===== src/rtl/tpu_pkg.sv =====
// tpu_pkg: host-controller FSM states, buffer widths, default index width and the ceil(x/4) sizing helper
package tpu_pkg;
    localparam int IDX_W = 16;
    localparam int IN_W  = 32;
    localparam int OUT_W = 128;
    typedef enum logic [3:0] {
        IDLE, LOAD_A, LOAD_B, START, WAIT_HI, WAIT_LO, DRAIN_RD, DRAIN_CAP, DRAIN_OUT, FINISH
    } state_e;
    function automatic logic [7:0] ceil4(input logic [7:0] x);
        return 8'((9'(x) + 9'd3) >> 2);
    endfunction
endpackage


===== src/rtl/tpu_c_drain.sv =====
// tpu_c_drain: C readback (address, capture, present) with row counter; ports: state/row_clr from host FSM, n_c rows, C read port, m_valid/m_ready/m_data stream, last-row flag
module tpu_c_drain
    import tpu_pkg::*;
#(
    parameter int IDX_W = tpu_pkg::IDX_W
) (
    input  logic             clk,
    input  logic             rst_n,
    input  state_e           state,
    input  logic             row_clr,
    input  logic [15:0]      n_c,
    input  logic [OUT_W-1:0] C_data_out,
    input  logic             m_ready,
    output logic [IDX_W-1:0] C_index,
    output logic             m_valid,
    output logic [OUT_W-1:0] m_data,
    output logic             last
);
    logic [15:0] row;
    assign C_index = IDX_W'(row);
    assign m_valid = state == DRAIN_OUT;
    assign last    = row == n_c - 16'd1;
    always_ff @(posedge clk or negedge rst_n) begin
        if (!rst_n) begin
            row    <= '0;
            m_data <= '0;
        end else begin
            if (row_clr)
                row <= '0;
            else if (m_valid && m_ready && !last)
                row <= row + 16'd1;
            if (state == DRAIN_CAP)
                m_data <= C_data_out;
        end
    end
endmodule


===== src/rtl/tpu_host_ctrl.sv =====
// tpu_host_ctrl: TPU job sequencer; ports: cfg job handshake + dims, s_* operand stream, A/B buffer write ports, C read port, tpu start/dims/busy, m_* result stream, done/cfg_err
module tpu_host_ctrl
    import tpu_pkg::*;
#(
    parameter int IDX_W = tpu_pkg::IDX_W
) (
    input  logic             clk,
    input  logic             rst_n,
    input  logic             cfg_valid,
    output logic             cfg_ready,
    input  logic [7:0]       cfg_K,
    input  logic [7:0]       cfg_M,
    input  logic [7:0]       cfg_N,
    input  logic             s_valid,
    output logic             s_ready,
    input  logic [IN_W-1:0]  s_data,
    output logic             A_wr_en,
    output logic [IDX_W-1:0] A_index,
    output logic [IN_W-1:0]  A_data_in,
    output logic             B_wr_en,
    output logic [IDX_W-1:0] B_index,
    output logic [IN_W-1:0]  B_data_in,
    output logic [IDX_W-1:0] C_index,
    input  logic [OUT_W-1:0] C_data_out,
    output logic             tpu_in_valid,
    output logic [7:0]       tpu_K,
    output logic [7:0]       tpu_M,
    output logic [7:0]       tpu_N,
    input  logic             tpu_busy,
    output logic             m_valid,
    input  logic             m_ready,
    output logic [OUT_W-1:0] m_data,
    output logic             done,
    output logic             cfg_err
);
    state_e      state;
    logic [15:0] cnt, n_a, n_b, n_c;
    logic        zero_q, in_a, in_b, beat, fin_beat, last;
    assign in_a         = state == LOAD_A && !zero_q;
    assign in_b         = state == LOAD_B;
    assign s_ready      = in_a || in_b;
    assign beat         = s_valid && s_ready;
    assign fin_beat     = cnt == (in_a ? n_a : n_b) - 16'd1;
    assign cfg_ready    = state == IDLE;
    assign A_wr_en      = beat && in_a;
    assign B_wr_en      = beat && in_b;
    assign A_index      = in_a ? IDX_W'(cnt) : '0;
    assign B_index      = in_b ? IDX_W'(cnt) : '0;
    assign A_data_in    = A_wr_en ? s_data : '0;
    assign B_data_in    = B_wr_en ? s_data : '0;
    assign tpu_in_valid = state == START;
    assign done         = state == FINISH;
    assign cfg_err      = done && zero_q;
    always_ff @(posedge clk or negedge rst_n) begin
        if (!rst_n) begin
            state  <= IDLE;
            cnt    <= '0;
            n_a    <= '0;
            n_b    <= '0;
            n_c    <= '0;
            zero_q <= 1'b0;
            tpu_K  <= '0;
            tpu_M  <= '0;
            tpu_N  <= '0;
        end else begin
            case (state)
                IDLE: if (cfg_valid) begin
                    tpu_K  <= cfg_K;
                    tpu_M  <= cfg_M;
                    tpu_N  <= cfg_N;
                    n_a    <= 16'(cfg_K) * 16'(ceil4(cfg_M));
                    n_b    <= 16'(cfg_K) * 16'(ceil4(cfg_N));
                    n_c    <= 16'(cfg_M) * 16'(ceil4(cfg_N));
                    zero_q <= cfg_K == 8'd0 || cfg_M == 8'd0 || cfg_N == 8'd0;
                    cnt    <= '0;
                    state  <= LOAD_A;
                end
                LOAD_A: if (zero_q)
                    state <= FINISH;
                else if (beat) begin
                    cnt   <= fin_beat ? '0 : cnt + 16'd1;
                    state <= fin_beat ? LOAD_B : LOAD_A;
                end
                LOAD_B: if (beat) begin
                    cnt   <= fin_beat ? '0 : cnt + 16'd1;
                    state <= fin_beat ? START : LOAD_B;
                end
                START:     state <= WAIT_HI;
                WAIT_HI:   if (tpu_busy) state <= WAIT_LO;
                WAIT_LO:   if (!tpu_busy) state <= DRAIN_RD;
                DRAIN_RD:  state <= DRAIN_CAP;
                DRAIN_CAP: state <= DRAIN_OUT;
                DRAIN_OUT: if (m_ready) state <= last ? FINISH : DRAIN_RD;
                FINISH:    state <= IDLE;
                default:   state <= IDLE;
            endcase
        end
    end
    tpu_c_drain #(.IDX_W(IDX_W)) u_drain (
        .clk       (clk),
        .rst_n     (rst_n),
        .state     (state),
        .row_clr   (state == WAIT_LO && !tpu_busy),
        .n_c       (n_c),
        .C_data_out(C_data_out),
        .m_ready   (m_ready),
        .C_index   (C_index),
        .m_valid   (m_valid),
        .m_data    (m_data),
        .last      (last)
    );
endmodule


===== config.mk =====
export PLATFORM = sky130hd
export DESIGN_NAME = tpu_host_ctrl
export DESIGN_NICKNAME = d
export VERILOG_FILES = /design/src/rtl/tpu_pkg.sv /design/src/rtl/tpu_c_drain.sv /design/src/rtl/tpu_host_ctrl.sv
export SDC_FILE = /design/constraint.sdc
export NUM_CORES = 1
export LEC_CHECK = 0
export BUFFER_PORTS_ARGS = -buffer_cell sky130_fd_sc_hd__buf_2
export CAP_MARGIN = 0
export CORE_ASPECT_RATIO = 0.9
export CORE_MARGIN = 4
export CORE_UTILIZATION = 25
export CTS_BUF_LIST = sky130_fd_sc_hd__clkbuf_2 sky130_fd_sc_hd__clkbuf_4 sky130_fd_sc_hd__clkbuf_8
export DETAILED_ROUTE_END_ITERATION = 7
export PLACE_DENSITY_LB_ADDON = 0.08
export REMOVE_ABC_BUFFERS = 1
export SKIP_CTS_REPAIR_TIMING = 1
export SYNTH_ARGS = -nofsm -noshare
export SYNTH_HDL_FRONTEND = slang
export SYNTH_SLANG_ARGS = --single-unit

===== constraint.sdc =====
create_clock -name clk -period 12.3 [get_ports clk]
set_clock_uncertainty 0.05 [all_clocks]
set_input_delay 3.69 -clock clk [delete_from_list [all_inputs] [get_ports clk]]
set_output_delay 3.69 -clock clk [all_outputs]
set_load 0.02 [all_outputs]

Yosys cells after proc, flatten, opt, wreduce, memory -nomap -nowiden. Cells that the tools add are included.

Memories kept: 0. Bits in read-only memories: 0. Bits in writable memories: 0. Bits in latches: 0. Bits in registers: 237. Bits of input ports: 190. Output and inout port bits: 272.

Multiplexer cells: 23. Multipliers: 3. Magnitude comparators: 0. Bitwise logic cells: 0. Shifts and indexed selects: 0. Eq/ne operators: 18. Reductions and logical operators: 23. $add $sub $neg: 6. Div/mod/pow operators: 0.

Operator list (number): 16-bit two-way mux (9); 32-bit two-way mux (2); 16-bit case mux with 3 select lines (1); 8-bit by 7-bit multiplier with 15-bit output (3); 4-bit case mux with 9 select lines (1); 16-bit by 1-bit adder with 16-bit output, second input constant (2); 16-bit equality test (2); 4-bit two-way mux (8); 16-bit by 1-bit subtractor with 16-bit output, second input constant (2); 8-bit logical NOT (3); 8-bit by 2-bit adder with 9-bit output, second input constant (2); 4-bit by 3-bit equality test with 1-bit output, second input constant (4); 2-bit inequality test, second input constant (5); 4-bit by 2-bit equality test with 1-bit output, second input constant (2); 4-bit equality test, second input constant (2); 1-bit logical AND (8); 6-bit AND reduction (1); 4-bit by 1-bit equality test with 1-bit output, second input constant (1); 4-bit logical NOT (1); 1-bit logical NOT (3); 1-bit logical OR (3); 3-bit inequality test, second input constant (1); 3-bit AND reduction (1); 3-bit nonzero test (1); other kinds (5) (5).

Logic depth before layout (Yosys ltp). Gate-level depths: netlist of the first run.

Word-level depth: 9. Gate-level depth with buffers: 23. Gate-level depth less buffers: 23.

Hierarchy. Synthesis of the first run repeated with hierarchy kept, for this count alone.

Cells, all modules: 1713. Area, all modules: 17290.3 um2.

Modules (own cells, without submodules): tpu_host_ctrl (cells each 1267, area an instance 11044.3 um2, sequential area each 2252.2 um2, times used 1); tpu_c_drain (cells each 446, area an instance 6246.0 um2, sequential area each 3603.5 um2, times used 1).

Least setup slack after synthesis of the first run. OpenSTA, ideal clock, no wires.

Path kind: input to register. From: input port cfg_N[0]. To: register n_c[14]. Cell stages on the path: 20. Setup slack: 3580 ps. Required time: 12112 ps. Arrival time: 8532 ps. Cell sequence: o21a_1 nand3_1 nor2_1 nand2_1 xnor2_1 clkbuf_1 nand2_1 fa_1 fa_1 inv_1 fa_1 fa_1 ha_1 nor2b_1 o21a_1 o22a_1 a41o_1 o41a_1 xnor2_1 o21ai_0.

Word-level cells in the longest chain between the ends: 2.

RTL lines: start, declared (RTL line tpu_host_ctrl.sv:13) `input logic [7:0] cfg_N,`; 8-bit by 2-bit adder with 9-bit output (RTL line tpu_pkg.sv:10) `return 8'((9'(x) + 9'd3) >> 2);`; 8-bit by 7-bit multiplier with 15-bit output (RTL line tpu_host_ctrl.sv:73) `n_c <= 16'(cfg_M) * 16'(ceil4(cfg_N));`; end signal, assigned (RTL line tpu_host_ctrl.sv:73); end, declared (RTL line tpu_host_ctrl.sv:37) `logic [15:0] cnt, n_a, n_b, n_c;`.

No other way between the ends. A chain may end at the register's enable or synchronous reset.

Worst setup path after layout of the first run.
From: input port s_valid. To: output port B_data_in[27].

Word-level cells in the longest chain between the ends: 3.

RTL lines: start, declared (RTL line tpu_host_ctrl.sv:14) `input logic s_valid,`; 1-bit logical AND (RTL line tpu_host_ctrl.sv:42) `assign beat = s_valid && s_ready;`; 1-bit logical AND (RTL line tpu_host_ctrl.sv:46) `assign B_wr_en = beat && in_b;`; 32-bit two-way mux (RTL line tpu_host_ctrl.sv:50) `assign B_data_in = B_wr_en ? s_data : '0;`; end, declared (RTL line tpu_host_ctrl.sv:22) `output logic [IN_W-1:0] B_data_in,`.

No other way between the ends.

==> results.ini, run 1 <==
[sta]
setup_violations=0
tns_ns=0
max_slew.worst_pin.slew_ns=1.15
fin_crit_sh_pct=73.3
setup_slack_ns=3.28
relSlewSlack_pct=23.3
slew_viol_final=0
hold_viol=0
hold_slack_ns=0.424
max_freq_ghz=0.111
rsz0062_at_grt=no
min_period_ns=9.02

[layout]
drive_above_1_share_pct=34.0
nNetsFinal=2523
regArea_um2=5860
final_cell_mix=buf_2, dfrtp_1, mux2_2, nand2_1, and2_1
stdcell_area_um2=21400
final_common_cell=buf_2
areaGrowthSynthToFinish_pct=24.6
multi_input_area_um2=10600
fillerInstances=7172

[clocking]
cts_tree=yes
numCtsBuffers=49
worstSkewPairLatency_ns=0.64
clock_sinks=234
cts.clk_slew.worst_paths_ns=0.05
cts_root_buf=clkbuf_8
cts_buffer_depth=3
htree_levels=2

[place]
portBuffers=461
dp_hpwl_um=51200
gp_congestion=0.834
pre_cts_slack_ns=2.95
placed_cell_area_um2=20300

[hold_path]
min_path_type=flop to flop
hold_end=tpu_M[5]
hold_depth=2
worstHoldStart=tpu_M[5]

[floorplan]
start_util_pct=25.4
ioPinCount=462
dieArea_um2=72900
num_rows=90
dieHeight_um=257
die_w_um=284
core-area_um2=67500

[synth]
ys.flop_type=dfrtp_1
synth_edf_count=0
synth_compound_area_share_pct=7.77
netlist_instances=1715
synthDistinctLibCells=72
synth.area.top_cells=dfrtp_1, mux2_2, fa_1
synth_warnings=0
synth-simple-area-share_pct=20.2
ys_async_sr_fraction_pct=100
synth_top_area_share_pct=34.1
synth_top_family_by_area=simple AND/OR/NAND/NOR gates
seq_area_frac_synth_pct=34.1
synth_mux_area_share_pct=11.7
synthAdderAreaFrac_pct=17.7
synth_top_area_cell=dfrtp_1
avgSynthCellArea_um2=10.0
synth_area_um2=17200
synth_xor_area_share_pct=4.37
synth_seq_cells=234

[job]
cap_violations=0

[critical_path]
cp_max_fo=33
critPathTopFamily=simple AND/OR/NAND/NOR gates
crit_path_max_incr_delay_ns=0.95
cp.buffers_inverters=2
r2r_end=cnt[4]
crit_arrival_ns=5.28
startpoint_type=primary input
worst-r2r-cell-count=14
worst_ep_required_time_ns=8.56
cp_cell_sequence=buf_2, and3_1, and2_1, buf_2
endpoint_kind=output pin
rr_startpoint=state[0]
cp_slowest_cell=and3_1
rrSetupSlack_ns=6.36
worstSetupPathType=primary input to output pin
crit_top_cell=buf_2

[grt]
grt_pass1_vias=14269
grt_use_met3_pct=3.80
gr-max-usage-layer=met2
gr-usage-met1_pct=22.6
grt_max_degree=76
met2_usage_pct=30.1
grt_pass1_wl_um=97400
track_usage_pct=17.5
antenna_found_initial=32
gr-total-overflow=0

[run_status]
status=finished clean

[routing]
drt_drc_violations_left=0
via_count=14273
ant_nets=0
wirelength_um=65300
post_drt_wl_per_cell_um=21.3
dr.pass1.iters=5
viasPerCell=4.66
drt_iter0_markers=716

[power_and_ir_drop]
finalPower_mw=4.67
p_leak_nw=10.5
ir_drop_mv=0.108
power_density_nw_per_um2=219

-- report_power, final --
group / switching, mW / internal (mW) / leakage [nW]
logic: 1.42 / 0.982 / 7.14
registers: 0.277 / 1.10 / 2.86
clock network: 0.390 / 0.508 / 0.542
total: 2.08 / 2.59 / 10.5
-- flip-flops by register name, summed over array words and instances (netlist names) --
signal	flops
cnt	16
n_a	15
n_b	15
n_c	15
state	4
tpu_K	8
tpu_M	8
tpu_N	8
u_drain.C_index	16
u_drain.m_data	128
zero_q	1
-- stage by stage --
| step | instances | utilization [%] |
|---|---|---|
| after global placement | 2966 | 30.1 |
| after detailed placement | 2966 | 30.1 |
| after global routing | 3053 | 31.7 |
| after floorplan | 1616 | - |
| final | 3060 | 31.7 |
| after CTS | 3051 | 31.7 |
-- worst register-to-register path, cell delays in order, from the launching register on --
cell and delay [ns]:
dfrtp_1 0.69, nor3b_2 0.26, buf_4 0.37, nand2_1 0.56
mux2i_1 0.34, ha_1 0.28, nor3b_1 0.41, o211ai_1 0.23
a222oi_1 0.47, xnor3_1 0.41, a21oi_1 0.17, or4b_1 0.47
or3_1 0.67, a22oi_1 0.30, o21ai_1 0.10
-- synth_stat cells, drive strengths merged, types with 31 or more instances --
master and count:
ha 103, mux2 159, xnor2 41, nor3 40
a21oi 31, fa 87, inv 87, and3 54
dfrtp 234, nand3 47, nor2 66, o21ai 68
clkbuf 87, nor2b 81, and2 128, xor2 42
nand2 130
-- how the worst max path moves through the flow --
stage / start / end / slack (ns) / cells after the start
after global routing: s_valid / B_data_in[21] / 3.13 / 4
after global placement: cfg_N[0] / n_b[14] / 3.00 / 21
after CTS: s_valid / B_data_in[27] / 3.25 / 4
after detailed placement: cfg_M[0] / n_a[14] / 2.95 / 22
final: s_valid / B_data_in[27] / 3.28 / 4
after floorplan: cfg_N[0] / n_c[14] / 3.42 / 19
-- layout make-up --
| cell class | count | area share (%) |
|---|---|---|
| multi-input cells | 1295 | 49.7 |
| flip-flops and latches | 234 | 27.4 |
| repair buffers | 476 | 11.4 |
| well taps | 874 | 5.12 |
| clock buffers | 72 | 4.17 |
| inverters | 87 | 1.53 |
| clock inverters | 13 | 0.656 |
| diodes | 9 | 0.105 |
-- metal layers --
| layer | share of wire, % | vias to the layer above |
|---|---|---|
| li1 | - | 6786 |
| met2 | 49 | 414 |
| met4 | 2.1 | 2 |
| met1 | 44 | 6966 |
| met3 | 5.5 | 105 |
| met5 | 0.012 | - |
-- kinds of logic after synthesis --
family | after synthesis
buffers and inverters | 186
AOI/OAI and AO/OA | 203
DFF | 234
xor gates and xnor gates | 84
muxes | 179
adders and majority gates | 190
and+or+nand+nor | 639
No activity file was read; power rests on OpenSTA's default activity.
==> run 2: changes to the inputs <==
clock period = 7.6 ns   (was 12.3 ns; I/O delays follow)
==> run 2 against run 1 <==
Compared with the run above: total power grew 63%; sequential power grew 62%; die area did not move; via count increased by 1.5%; combinational power is 63% higher; largest power group unchanged.
==> results.ini, run 2 (synthesis results as in run 1) <==
[layout]
drive_above_1_share_pct=34.8
nNetsFinal=2549
largest_reg_flops=128
fillerInstances=7048
final_cell_mix=buf_2, dfrtp_1, mux2_2, nand2_1, and2_1
areaGrowthSynthToFinish_pct=26.1
final_common_cell=buf_2
top_register=u_drain.m_data

[power_and_ir_drop]
power_frac_comb_pct=51.2
power_density_nw_per_um2=352
internal_power_mw=4.24
p_leak_nw=10.7
p_sw_mw=3.38
finalPower_mw=7.62
ir_drop_mv=0.144
seq_power_share_pct=29.4
switching_share_pct=44.4
clock_power_share_pct=19.5

[routing]
drt_drc_violations_left=0
post_drt_wl_per_cell_um=21.1
dr.pass1.iters=5
drt_iter0_markers=932
via_count=14485
viasPerCell=4.69
wirelength_um=65000
ant_nets=0

[clocking]
worstSkewPairLatency_ns=0.63
numCtsBuffers=48
cts.clk_slew.worst_paths_ns=0.05
cts_buffer_depth=3
cts_root_buf=clkbuf_8
clock_sinks=234
htree_levels=2
cts_tree=yes

[sta]
max_slew.worst_pin.slew_ns=1.11
slew_viol_final=0
max_freq_ghz=0.143
rsz0062_at_grt=no
fin_crit_sh_pct=92.0
hold_slack_ns=0.438
tns_ns=0
hold_viol=0
min_period_ns=6.99
relSlewSlack_pct=25.9
setup_slack_ns=0.606
setup_violations=0

[place]
portBuffers=461
dp_hpwl_um=51900
pre_cts_slack_ns=-0.0248
gp_congestion=0.824

[hold_path]
hold_depth=2
min_path_type=flop to flop

[grt]
track_usage_pct=17.4
antenna_found_initial=31
grt_max_degree=145
grt_pass1_wl_um=97800
grt_pass1_vias=14663
gr-total-overflow=0

[critical_path]
cp_max_fo=7
crit_top_cell=fa_1
endpoint_kind=flop
worstSetupPathDepth=21
worst_ep_required_time_ns=8.03
startpoint_type=primary input
worst-r2r-cell-count=14
crit_arrival_ns=7.42
critPathTopFamily=adder cells
cp.buffers_inverters=4
worstSetupPathType=primary input to flop
cp_slowest_cell=fa_1
cp_cell_sequence=buf_2, o21a_1, nand3_1, nor2_1, buf_4, xor2_1, buf_4, nand2_1, fa_1, fa_1, inv_1, fa_1, fa_1, ha_1, nor2b_1, o21a_1, o22a_1, a41o_1, o41a_1, xnor2_1, o21ai_0
crit_path_max_incr_delay_ns=0.54

[floorplan]
dieArea_um2=72900
core-area_um2=67500
num_rows=90
die_w_um=284
start_util_pct=25.4
dieHeight_um=257
ioPinCount=462

[job]
cap_violations=0

[run_status]
status=finished clean

-- run 2: layer usage --
metal,routed length (µm),track usage (%)
met1,27900,22.3
met5,0,0
met2,32100,30.3
met4,1370,4.01
met3,3580,3.54
-- run 2: area by class of cell --
type / instances / area (µm²) / area share [%]
Multi-Input combinational cell: 1295 / 10600 / 49.0
Sequential cell: 234 / 5860 / 27.1
Timing Repair Buffer: 503 / 2660 / 12.3
Tap cell: 874 / 1090 / 5.05
Clock buffer: 71 / 908 / 4.20
Inverter: 87 / 327 / 1.51
Clock inverter: 16 / 173 / 0.798
Antenna cell: 6 / 15.0 / 0.0694
-- run 2: final timing paths --
kind / startpoint / end / slack, ns
max in group asynchronous: rst_n / u_drain.C_index[8] / 4.46
worst max-delay path: cfg_N[1] / n_c[14] / 0.61
worst min register to register: tpu_N[5] / tpu_N[5] / 0.44
min in group asynchronous: rst_n / n_a[14] / 1.65
worst max register to register: state[0] / cnt[2] / 2.31
worst min-delay path: tpu_N[5] / tpu_N[5] / 0.44
-- run 2: stage by stage --
step                      util (%)  area, µm²  instances
after global placement        30.5      20500       2993
after floorplan                  -      16800       1616
after CTS                     32.1      21600       3080
after detailed placement      30.5      20500       2993
final                         32.1      21600       3086
after global routing          32.1      21600       3084
-- run 2: power groups by stage --
stage               clock network [mW]  registers (mW)  logic [mW]
finish                            1.48            2.24        3.90
detailed placement                   0            2.26        3.97
floorplan                            0            2.66        2.16
global route                      1.60            2.32        4.33
CTS                               1.55            2.24        3.99
global placement                     0            2.25        3.96
-- run 2: worst min-delay path: stages (launching register included) --
cell,delay [ns]
dfrtp_1,0.34
nand2_1,0.05
o21ai_0,0.06
==> run 3: changes to the inputs <==
PLACE_DENSITY_LB_ADDON = unset   (was 0.08)
clock period = 8.9 ns   (was 7.6 ns; I/O delays follow)
==> run 3 against run 2 <==
Compared with the run above: die area did not move; critical path depth stayed put; cell area shrank 1.4%; global-route usage increased by 0.17 points; critical path type unchanged; critical endpoint is now n_b[14]; clock-buffer cell count is 6 lower; sequential share of layout area is 0.37 points higher; first-iteration DRC count shrank 10%; final cell count shrank 1.2%; sequential cell count did not move.
==> results.ini, run 3 (synthesis results as in run 1) <==
[grt]
gr-total-overflow=0
antenna_found_initial=31
grt_pass1_wl_um=96800
grt_pass1_vias=14133
grt_max_degree=133
track_usage_pct=17.6

[clocking]
cts_buffer_depth=3
cts.clk_slew.worst_paths_ns=0.06
clock_sinks=234
htree_levels=2
numCtsBuffers=45
cts_tree=yes
worstSkewPairLatency_ns=0.64
cts_root_buf=clkbuf_8

[critical_path]
cp_max_fo=16
worst_ep_required_time_ns=9.29
worstSetupPathType=primary input to flop
startpoint_type=primary input
endpoint_kind=flop
crit_arrival_ns=8.03

[sta]
hold_slack_ns=0.448
hold_viol=0
slew_viol_final=0
setup_violations=0
min_period_ns=7.64
max_freq_ghz=0.131
fin_crit_sh_pct=85.9
max_slew.worst_pin.slew_ns=1.03
rsz0062_at_grt=no
tns_ns=0
relSlewSlack_pct=30.9

[floorplan]
dieHeight_um=257
num_rows=90
core-area_um2=67500
dieArea_um2=72900
ioPinCount=462
start_util_pct=25.4
die_w_um=284

[run_status]
status=finished clean

[power_and_ir_drop]
ir_drop_mv=0.149
power_density_nw_per_um2=305
p_leak_nw=10.5
finalPower_mw=6.52

[place]
placed_cell_area_um2=20300
place_inst=2968
portBuffers=461
dp_hpwl_um=53300
gp_congestion=0.969

[routing]
viasPerCell=4.81
drt_iter0_markers=838
ant_nets=0
post_drt_wl_per_cell_um=21.7
dr.pass1.iters=6
via_count=14656
wirelength_um=66200
drt_drc_violations_left=0

[layout]
final_cells=3050
final_cell_mix=buf_2, dfrtp_1, mux2_2, nand2_1, and2_1
top_register=u_drain.m_data
nNetsFinal=2521
final_common_cell=buf_2
drive_above_1_share_pct=33.8
stdcell_area_um2=21300
largest_reg_flops=128
areaGrowthSynthToFinish_pct=24.4

[job]
cap_violations=0

[hold_path]
min_path_type=flop to flop

[run 3: layer usage]
| layer | wire, µm | GRT usage (%) |
|---|---|---|
| met1 | 26400 | 21.3 |
| met2 | 32900 | 30.9 |
| met4 | 2910 | 6.58 |
| met3 | 3910 | 3.63 |
| met5 | 69 | 0 |
[run 3: power by group]
group / total (mW) / internal (mW) / switching [mW]
logic: 3.37 / 1.36 / 2.01
registers: 1.94 / 1.52 / 0.419
clock network: 1.21 / 0.685 / 0.526
[run 3: path summary, 6_finish.rpt]
kind,cells past startpoint,endpoint,start,slack [ns]
worst min-delay path,1,u_drain.m_data[24],u_drain.m_data[24],0.45
worst min register to register,1,u_drain.m_data[24],u_drain.m_data[24],0.45
worst max register to register,14,cnt[2],state[0],2.97
max in group asynchronous,2,u_drain.m_data[107],rst_n,5.50
worst max-delay path,21,n_b[14],cfg_N[2],1.26
min in group asynchronous,1,n_c[13],rst_n,2.04
[run 3: worst max-delay path: stages]
cell and delay (ns):
buf_2 0.14, o21a_1 0.26, nand3_1 0.16, nor2_1 0.23, and3_1 0.52, nand2_1 0.16, fa_1 0.54, fa_1 0.54
inv_1 0.05, fa_1 0.52, inv_1 0.05, fa_1 0.52, inv_1 0.04, ha_1 0.33, nor2b_1 0.15, o21a_1 0.18
o22ai_1 0.20, o21ai_0 0.16, o41ai_1 0.34, xnor2_1 0.16, o21ai_0 0.08
[run 3: layout make-up]
class,count,area (µm²)
antenna,5,12.5
clock buffer,65,820
clock inverter,12,166
fill,7089,46100
inverter,87,327
multi-input combinational,1295,10600
sequential,234,5860
tap,874,1090
timing repair buffer,478,2460
[run 3: per-stage QoR]
step / setup WS, ns / utilization, %
global route: 0.865 / 31.6
global placement: 0.692 / 30.2
floorplan: 1.04 / -
CTS: 1.30 / 31.6
detailed placement: 0.629 / 30.2
finish: 1.26 / 31.6
